## src/rtl/uart_tx_arbiter.sv

```systemverilog
// Purpose : packet-granular round-robin share of the single UART TX FIFO write port.
// Latency : 1 cycle request-to-grant; bytes pass combinationally from owner to fifo_wdata.
// Backpr. : fifo_full drops the owner's req_ready and blocks fifo_wr in the same cycle.
//
// Optional feature macro: UART_ARB_TAG_EN -- when defined, each granted packet is
// preceded by one tag byte {4'hF, owner[3:0]} written from a TAG state.
//
// Ports:
//   clk, rst          rising-edge clock, synchronous active-high reset
//   req_valid/_data/_last/_ready  N byte-stream requesters (byte i in req_data[8i+7:8i])
//   fifo_wr, fifo_wdata, fifo_full  UART TX FIFO write port
//   grant             registered one-hot owner, zero when idle
//   busy              high whenever the arbiter is not idle
//   timeout_evt       one-cycle pulse when an idle owner is forcibly released
module uart_tx_arbiter #(
  parameter int N       = 4,
  parameter int TIMEOUT = 255
) (
  input  logic           clk,
  input  logic           rst,
  input  logic [N-1:0]   req_valid,
  input  logic [8*N-1:0] req_data,
  input  logic [N-1:0]   req_last,
  output logic [N-1:0]   req_ready,
  output logic           fifo_wr,
  output logic [7:0]     fifo_wdata,
  input  logic           fifo_full,
  output logic [N-1:0]   grant,
  output logic           busy,
  output logic           timeout_evt
);

`ifdef UART_ARB_TAG_EN
  typedef enum logic [1:0] {IDLE = 2'd0, TAG = 2'd1, XFER = 2'd2} state_t;
`else
  typedef enum logic [1:0] {IDLE = 2'd0, XFER = 2'd2} state_t;
`endif

  state_t       state, state_nxt;
  logic [3:0]   owner, owner_nxt;
  logic [3:0]   last_grant, last_grant_nxt;
  logic [N-1:0] grant_nxt;
  logic         busy_nxt;
  logic         evt_nxt;
  logic [15:0]  idle_cnt, idle_cnt_nxt;

  // Requester vectors widened to the 16-requester maximum so the 4-bit owner
  // index can address them for any legal N.
  logic [15:0]  valid_pad;
  logic [15:0]  last_pad;
  logic [127:0] data_pad;

  logic         found;
  logic [3:0]   winner;
  logic [4:0]   cand;

  logic         wr_c;
  logic [7:0]   wdata_c;

  assign valid_pad = 16'(req_valid);
  assign last_pad  = 16'(req_last);
  assign data_pad  = 128'(req_data);

  // Round-robin pick: first valid requester searching upward from last_grant+1,
  // wrapping at N.
  always_comb begin
    found  = 1'b0;
    winner = last_grant;
    cand   = 5'd0;
    for (int k = 1; k <= N; k++) begin
      cand = {1'b0, last_grant} + 5'(k);
      if (cand >= 5'(N)) cand = cand - 5'(N);
      if (!found && valid_pad[cand[3:0]]) begin
        found  = 1'b1;
        winner = cand[3:0];
      end
    end
  end

  always_comb begin
    state_nxt      = state;
    owner_nxt      = owner;
    last_grant_nxt = last_grant;
    grant_nxt      = grant;
    busy_nxt       = busy;
    evt_nxt        = 1'b0;
    idle_cnt_nxt   = idle_cnt;
    wr_c           = 1'b0;
    wdata_c        = 8'h00;

    case (state)
      IDLE: begin
        if (found) begin
          owner_nxt    = winner;
          busy_nxt     = 1'b1;
          idle_cnt_nxt = '0;
          for (int i = 0; i < N; i++) grant_nxt[i] = (winner == 4'(i));
`ifdef UART_ARB_TAG_EN
          state_nxt = TAG;
`else
          state_nxt = XFER;
`endif
        end
      end

`ifdef UART_ARB_TAG_EN
      // Tag write waits on fifo_full indefinitely; the idle counter is frozen here.
      TAG: begin
        if (!fifo_full) begin
          wr_c      = 1'b1;
          wdata_c   = {4'hF, owner};
          state_nxt = XFER;
        end
      end
`endif

      XFER: begin
        if (valid_pad[owner] && !fifo_full) begin
          // A transfer always wins over a timeout reached in the same cycle.
          wr_c         = 1'b1;
          wdata_c      = data_pad[{owner, 3'b000} +: 8];
          idle_cnt_nxt = '0;
          if (last_pad[owner]) begin
            state_nxt      = IDLE;
            grant_nxt      = '0;
            busy_nxt       = 1'b0;
            last_grant_nxt = owner;
          end
        end else if ((TIMEOUT != 0) && (idle_cnt == 16'(TIMEOUT))) begin
          state_nxt      = IDLE;
          grant_nxt      = '0;
          busy_nxt       = 1'b0;
          last_grant_nxt = owner;
          evt_nxt        = 1'b1;
          idle_cnt_nxt   = '0;
        end else if (!fifo_full) begin
          // Owner has nothing to send while the FIFO has room: count it as idle.
          idle_cnt_nxt = idle_cnt + 16'd1;
        end
      end

      default: state_nxt = IDLE;
    endcase
  end

  always_ff @(posedge clk) begin
    if (rst) begin
      state       <= IDLE;
      owner       <= '0;
      last_grant  <= 4'(N - 1);
      grant       <= '0;
      busy        <= 1'b0;
      timeout_evt <= 1'b0;
      idle_cnt    <= '0;
    end else begin
      state       <= state_nxt;
      owner       <= owner_nxt;
      last_grant  <= last_grant_nxt;
      grant       <= grant_nxt;
      busy        <= busy_nxt;
      timeout_evt <= evt_nxt;
      idle_cnt    <= idle_cnt_nxt;
    end
  end

  // Reset aborts at once: no write or handshake leaks out during the reset cycle.
  assign fifo_wr    = wr_c & ~rst;
  assign fifo_wdata = (wr_c && !rst) ? wdata_c : 8'h00;
  assign req_ready  = (state == XFER && !rst) ? (grant & {N{~fifo_full}}) : '0;

endmodule

```

## config.mk

```make
export PLATFORM = sky130hd
export DESIGN_NAME = uart_tx_arbiter
export DESIGN_NICKNAME = d
export VERILOG_FILES = /design/src/rtl/uart_tx_arbiter.sv
export SDC_FILE = /design/constraint.sdc
export NUM_CORES = 1
export LEC_CHECK = 0
export ABC_AREA = 1
export BUFFER_PORTS_ARGS = -buffer_cell sky130_fd_sc_hd__buf_2
export CAP_MARGIN = 20
export CORE_ASPECT_RATIO = 0.75
export CORE_MARGIN = 5
export CORE_UTILIZATION = 30
export DETAILED_ROUTE_END_ITERATION = 7
export MAX_ROUTING_LAYER = met4
export PLACE_DENSITY = 0.5
export SYNTH_ARGS = -nofsm -noshare
export SYNTH_HDL_FRONTEND = slang
export SYNTH_SLANG_ARGS = --single-unit
```

## constraint.sdc

```tcl
create_clock -name clk -period 2.83 [get_ports clk]
set_input_delay 0.283 -clock clk [delete_from_list [all_inputs] [get_ports clk]]
set_output_delay 0.283 -clock clk [all_outputs]
set_load 0.05 [all_outputs]
```

Word-level counts from Yosys, hierarchy flattened

Cells that the tools add are included.

RAM bits: 0
Flip-flop bits (word level): 32
Bits in latches: 0
Output and inout port bits: 19
Word-level logic and storage cells: 116
Memory bits (read-only): 0
Memories kept: 0

Add/sub/neg operators: 9
Shift operators: 1
Multiplexer cells: 54
Magnitude comparators: 9
Equality and inequality tests: 10
Divide/modulo/power cells: 0
Multipliers: 0
Bitwise logic cells: 5
Reduce and logical (&&, ||, !) cells: 21

Operator list:

| kind                                                               | count |
|---|---|
| variable part select 128 x 8 -> 8 bit                              | 1 |
| 2-to-1 mux 16 bit                                                  | 4 |
| 2-to-1 mux 4 bit                                                   | 16 |
| case mux 16 bit (2 select lines)                                   | 1 |
| < comparator 4 x 5 -> 1 bit (second input constant)                | 5 |
| binary-select mux 1 bit (select 4 bit)                             | 6 |
| 2-to-1 mux 8 bit                                                   | 3 |
| greater-or-equal comparator 5 x 3 -> 1 bit (second input constant) | 4 |
| 2-to-1 mux 1 bit                                                   | 17 |
| adder 16 x 1 -> 16 bit (second input constant)                     | 1 |
| equality test 16 x 8 -> 1 bit (second input constant)              | 1 |
| subtractor 4 x 3 -> 4 bit (second input constant)                  | 4 |
| adder 4 x 2 -> 5 bit (second input constant)                       | 2 |
| AND reduction 3 bit                                                | 3 |
| equality test 4 x 2 -> 1 bit (second input constant)               | 2 |
| 2-to-1 mux 2 bit                                                   | 4 |
| case mux 4 bit (2 select lines)                                    | 1 |
| logical AND 1 bit                                                  | 6 |
| inequality test 3 bit (second input constant)                      | 2 |
| adder 4 x 1 -> 5 bit (second input constant)                       | 1 |
| adder 4 x 3 -> 5 bit (second input constant)                       | 1 |
| zero test 1 bit                                                    | 5 |
| AND 4 bit                                                          | 1 |
| equality test 4 x 1 -> 1 bit (second input constant)               | 1 |
| other kinds (14)                                                   | 17 |

Logic depth before layout (Yosys ltp)

Depth in word-level cells: 18
Mapped depth: 21
Depth with buffers taken out: 20

Worst setup path after synthesis

Ideal clock, no wire load.

Path kind: flip-flop to output port
Start point: register, netlist name busy
End point: output fifo_wdata[0]
Data arrival time: 3.395 ns
Required time: 2.547 ns
Path buffers: 0
Slack: -0.848 ns
Cell stages (with the launch flop): 7
Cells stage by stage: dfxtp_1 -> inv_1 -> nor2_1 -> inv_1 -> nor2_1 -> inv_1 -> a221oi_1

RTL lines:

| what      | line | RTL |
|---|---|---|
| to (decl) | 26   | `output logic [7:0] fifo_wdata,` |

Worst setup path after layout

Start point: register last_grant[1]
End point: register idle_cnt[15]

Cells in the longest elaborated chain, start to end: 17

Ends and longest elaborated chain:

| what                                                                                           | line | RTL |
|---|---|---|
| from (decl)                                                                                    | 41   | `logic [3:0] last_grant, last_grant_nxt;` |
| from (signal assigned)                                                                         | 150  | `last_grant <= 4'(N - 1);` |
| from (signal assigned)                                                                         | 158  | `last_grant <= last_grant_nxt;` |
| adder 4 x 1 -> 5 bit                                                                           | 71   | `cand = {1'b0, last_grant} + 5'(k);` |
| subtractor 4 x 3 -> 4 bit / greater-or-equal comparator 5 x 3 -> 1 bit (equally long branches) | 72   | `if (cand >= 5'(N)) cand = cand - 5'(N);` |
| 2-to-1 mux 4 bit                                                                               | 72   |  |
| binary-select mux 1 bit (select 4 bit)                                                         | 73   | `if (!found && valid_pad[cand[3:0]]) begin` |
| 2-to-1 mux 1 bit (not written as such)                                                         | 73   |  |
| 2-to-1 mux 1 bit                                                                               | 73   |  |
| zero test 1 bit                                                                                | 73   |  |
| logical AND 1 bit                                                                              | 73   |  |
| 2-to-1 mux 1 bit                                                                               | 73   |  |
| zero test 1 bit                                                                                | 73   |  |
| logical AND 1 bit                                                                              | 73   |  |
| 2-to-1 mux 1 bit                                                                               | 73   |  |
| zero test 1 bit                                                                                | 73   |  |
| logical AND 1 bit                                                                              | 73   |  |
| 2-to-1 mux 1 bit *                                                                             | 73   |  |
| inequality test 2 bit (no line) *                                                              | --   |  |
| AND reduction 3 bit (no line) *                                                                | --   |  |
| to (signal assigned)                                                                           | 162  | `idle_cnt <= idle_cnt_nxt;` |
| to (decl)                                                                                      | 45   | `logic [15:0] idle_cnt, idle_cnt_nxt;` |

Every way passes the cells marked *; elsewhere a longest branch is shown, timed or not. The select of a mux whose other input is x is not followed.
A chain may end at the register's enable or synchronous reset.

==> flow_summary_export.csv <==
group,metric,value,unit
place,post_dp_cell_area,3220,um2
synth,yosys.area_share.simple,0.409,
die,fp.dieW,119,um
timing,final_max_slew_viol_count,0,
die,fp-row-count,29,
synth,synth_nets,455,
route,antenna_left,0,
synth,muxShareOfSynthArea,0,
grt,grt_pass1_vias,2656,
place,gp_congestion,0.847,
grt,track_usage,0.145,
synth,synth_top_family_by_area,"simple AND/OR/NAND/NOR gates",
final_layout,antenna_cells,0,
place,placed_cells,561,
timing,fin_crit_sh,0.899,
worst_setup_path,worstPathRequired,3.04,ns
clocking,cts_hold_buffers,0,
die,dieArea,10900,um2
clocking,cts-htree-levels,2,
grt,antenna_found_initial,0,
worst_hold_path,hold_class,"reg2reg",
final_layout,layout.cells.non_filler,569,
clocking,path_clk_slew,0.05,ns
die,die_height,91.7,um
clocking,root_buffer,"clkbuf_16",
worst_setup_path,startpoint_type,"register",
clocking,cts_tree,"yes",
place,dp_worst_setup_slack,0.158,ns
route,drc_errors,0,
timing,final-hold-violation-count,0,
final_layout,layout.nets,518,
power_and_ir_drop,irDropWorstVdd,372,uV
timing,rsz0062_at_grt,"no",
die,core,8560,um2
place,numPortBuffers,61,
synth,syn_avg_cell_area,6.72,um2
outcome,status,"complete, no violations",
final_layout,syn_to_final_growth,26.4,%
grt,grt_pass1_wl,12.7,mm
worst_setup_path,crit_type,"reg2reg",
timing,fin_worst_skew,0.00357,ns
route,drt_iter0_drc,127,
route,routedWlPerCell,13.0,um
timing,setup_viol_count_final,0,
timing,setup_ws,0.287,ns
clocking,clock_sinks,30,
clocking,numCtsBuffers,5,
route,routed_wl,7.42,mm
synth,synthXorXnorAreaFrac,0.0361,
power_and_ir_drop,p_leak,0.00146,uW
timing,worst_pin_slew,0.677,ns
final_layout,fin_area,3370,um2
worst_setup_path,crit_fanout,18,
grt,gr-total-overflow,0,
worst_setup_path,critPathArrivalTime,2.75,ns
power_and_ir_drop,p_total,3030,uW
synth,synthCells,397,
timing,max-slew-margin-rel,0.548,
timing,min_period,2.54,ns
synth,synth_warnings,0,
die,start_util,0.312,
die,io_pins,62,
route,firstDrtPassIters,4,
power_and_ir_drop,powerDensity,900,nW/um2
synth,synth_fa_ha_area_frac,0.0704,
synth,synth_compound_area_frac,0.173,
run,max-cap-violations,0,
synth,ys_ff_latch,30,
grt,grt_max_degree,23,
synth,netlist_area,2670,um2
route,vias,2730,
timing,fmax,393,MHz
place,hpwl,5.96,mm
route,viasPerCell,4.80,
worst_setup_path,end_kind,"register",
clocking,clk_latency,0.28,ns
synth,yosysSeqAreaShare,0.225,
clocking,clock_path_buffers,2,
synth,synth_cell_types,40,
final_layout,drive_gt1_frac,0.312,
timing,final.setup.tns,0,ns
final_layout,n_fill_cell,902,
## metal layers
metal	vias up	GRT usage	routed length [um]
li1	1450	-	-
met1	1189	0.211	4040
met2	87	0.198	2770
met3	4	0.0387	551
met4	0	0.0318	49
met5	-	-	0
## layout make-up
class / instances / area (um2) / share of cell area
clock buffers: 7 / 143 / 0.0423
flip-flops and latches: 30 / 603 / 0.179
repair buffers: 69 / 365 / 0.108
multi-input cells: 318 / 1980 / 0.586
well taps: 108 / 135 / 0.0401
inverters: 36 / 143 / 0.0423
clock inverters: 1 / 5.00 / 0.00148
## final timing paths
kind	startpoint	to	slack [ns]	cells past startpoint
setup / recovery	last_grant[1]$_SDFFE_PP1P_	idle_cnt[15]$_SDFFE_PP0P_	0.29	16
hold / removal	owner[3]$_SDFFE_PP0P_	owner[3]$_SDFFE_PP0P_	0.46	2
setup reg to reg	last_grant[1]$_SDFFE_PP1P_	idle_cnt[15]$_SDFFE_PP0P_	0.29	16
hold reg to reg	owner[3]$_SDFFE_PP0P_	owner[3]$_SDFFE_PP0P_	0.46	2
## registers in the layout, indices dropped and copies added (netlist names)
register / count
timeout_evt: 1
grant: 4
owner: 4
idle_cnt: 16
last_grant: 4
busy: 1
## critical path, cell delays in order, from the launching register on
cell and delay (ns):
dfxtp_2 0.40, inv_1 0.16, ha_1 0.25, xnor2_1 0.27, ha_1 0.20, nand2_1 0.04
o21ai_0 0.09, nor2_2 0.06, nand2_1 0.08, nand2_2 0.07, nand2_4 0.08, nand4_4 0.08
nand2_4 0.19, nand2_8 0.15, inv_8 0.14, nand2_1 0.06, a21oi_1 0.13
## placed cells by master (no fill, tap or decap), drive strengths merged
master,instances
a211oi,1
a21oi,43
a221oi,8
a31oi,1
and2,2
buf,69
clkbuf,7
clkinv,2
dfxtp,30
ha,15
inv,35
nand2,128
nand3,33
nand4,5
nor2,34
nor3,15
nor3b,3
nor4,2
o211ai,1
o21ai,14
o22ai,2
xnor2,3
xor2,8
## logic make-up (layout without fill, tap and decap cells)
family                     after synthesis  count (layout)
buffers and inverters                   49             113
xor gates and xnor gates                11              11
and+or+nand+nor                        222             222
adders and majority gates               15              15
DFF                                     30              30
AOI/OAI and AO/OA                       70              70
## what timing repair did
| action | in CTS | in global routing |
|---|---|---|
| setup endpoints to repair | 0 | 15 |
| gates resized for setup | 0 | 1 |
| buffers inserted | 0 | 0 |
## metrics by stage
stage,util,hold slack [ns]
after floorplan,-,0.383
final,0.394,0.459
after global routing,0.394,0.470
after detailed placement,0.376,0.452
after global placement,0.376,0.451
after CTS,0.393,0.458
## power by group
| part | leakage [uW] | total (uW) | switching [uW] | internal [uW] |
|---|---|---|---|---|
| sequential | 0.000243 | 584 | 93.7 | 491 |
| clock | 0.0000739 | 532 | 184 | 348 |
| combinational | 0.00115 | 1920 | 1340 | 578 |
## synthesized netlist by cell type, drive strengths merged
cell type | number | share of area
xor2 | 8 | 0.026
nand2 | 128 | 0.22
a211oi | 1 | 0.0028
a221oi | 8 | 0.026
o21ai | 14 | 0.032
inv | 35 | 0.052
a31oi | 1 | 0.0023
a21oi | 43 | 0.10
clkinv | 1 | 0.0014
o22ai | 2 | 0.0047
clkbuf | 7 | 0.0099
dfxtp | 30 | 0.23
o211ai | 1 | 0.0028
nand3 | 33 | 0.068
ha | 15 | 0.070
nand4 | 5 | 0.020
nor3 | 15 | 0.030
and2 | 2 | 0.0047
xnor2 | 3 | 0.0099
buf | 6 | 0.024
nor2 | 34 | 0.053
nor4 | 2 | 0.0047
nor3b | 3 | 0.0084
No activity file was read; power rests on OpenSTA's default activity.
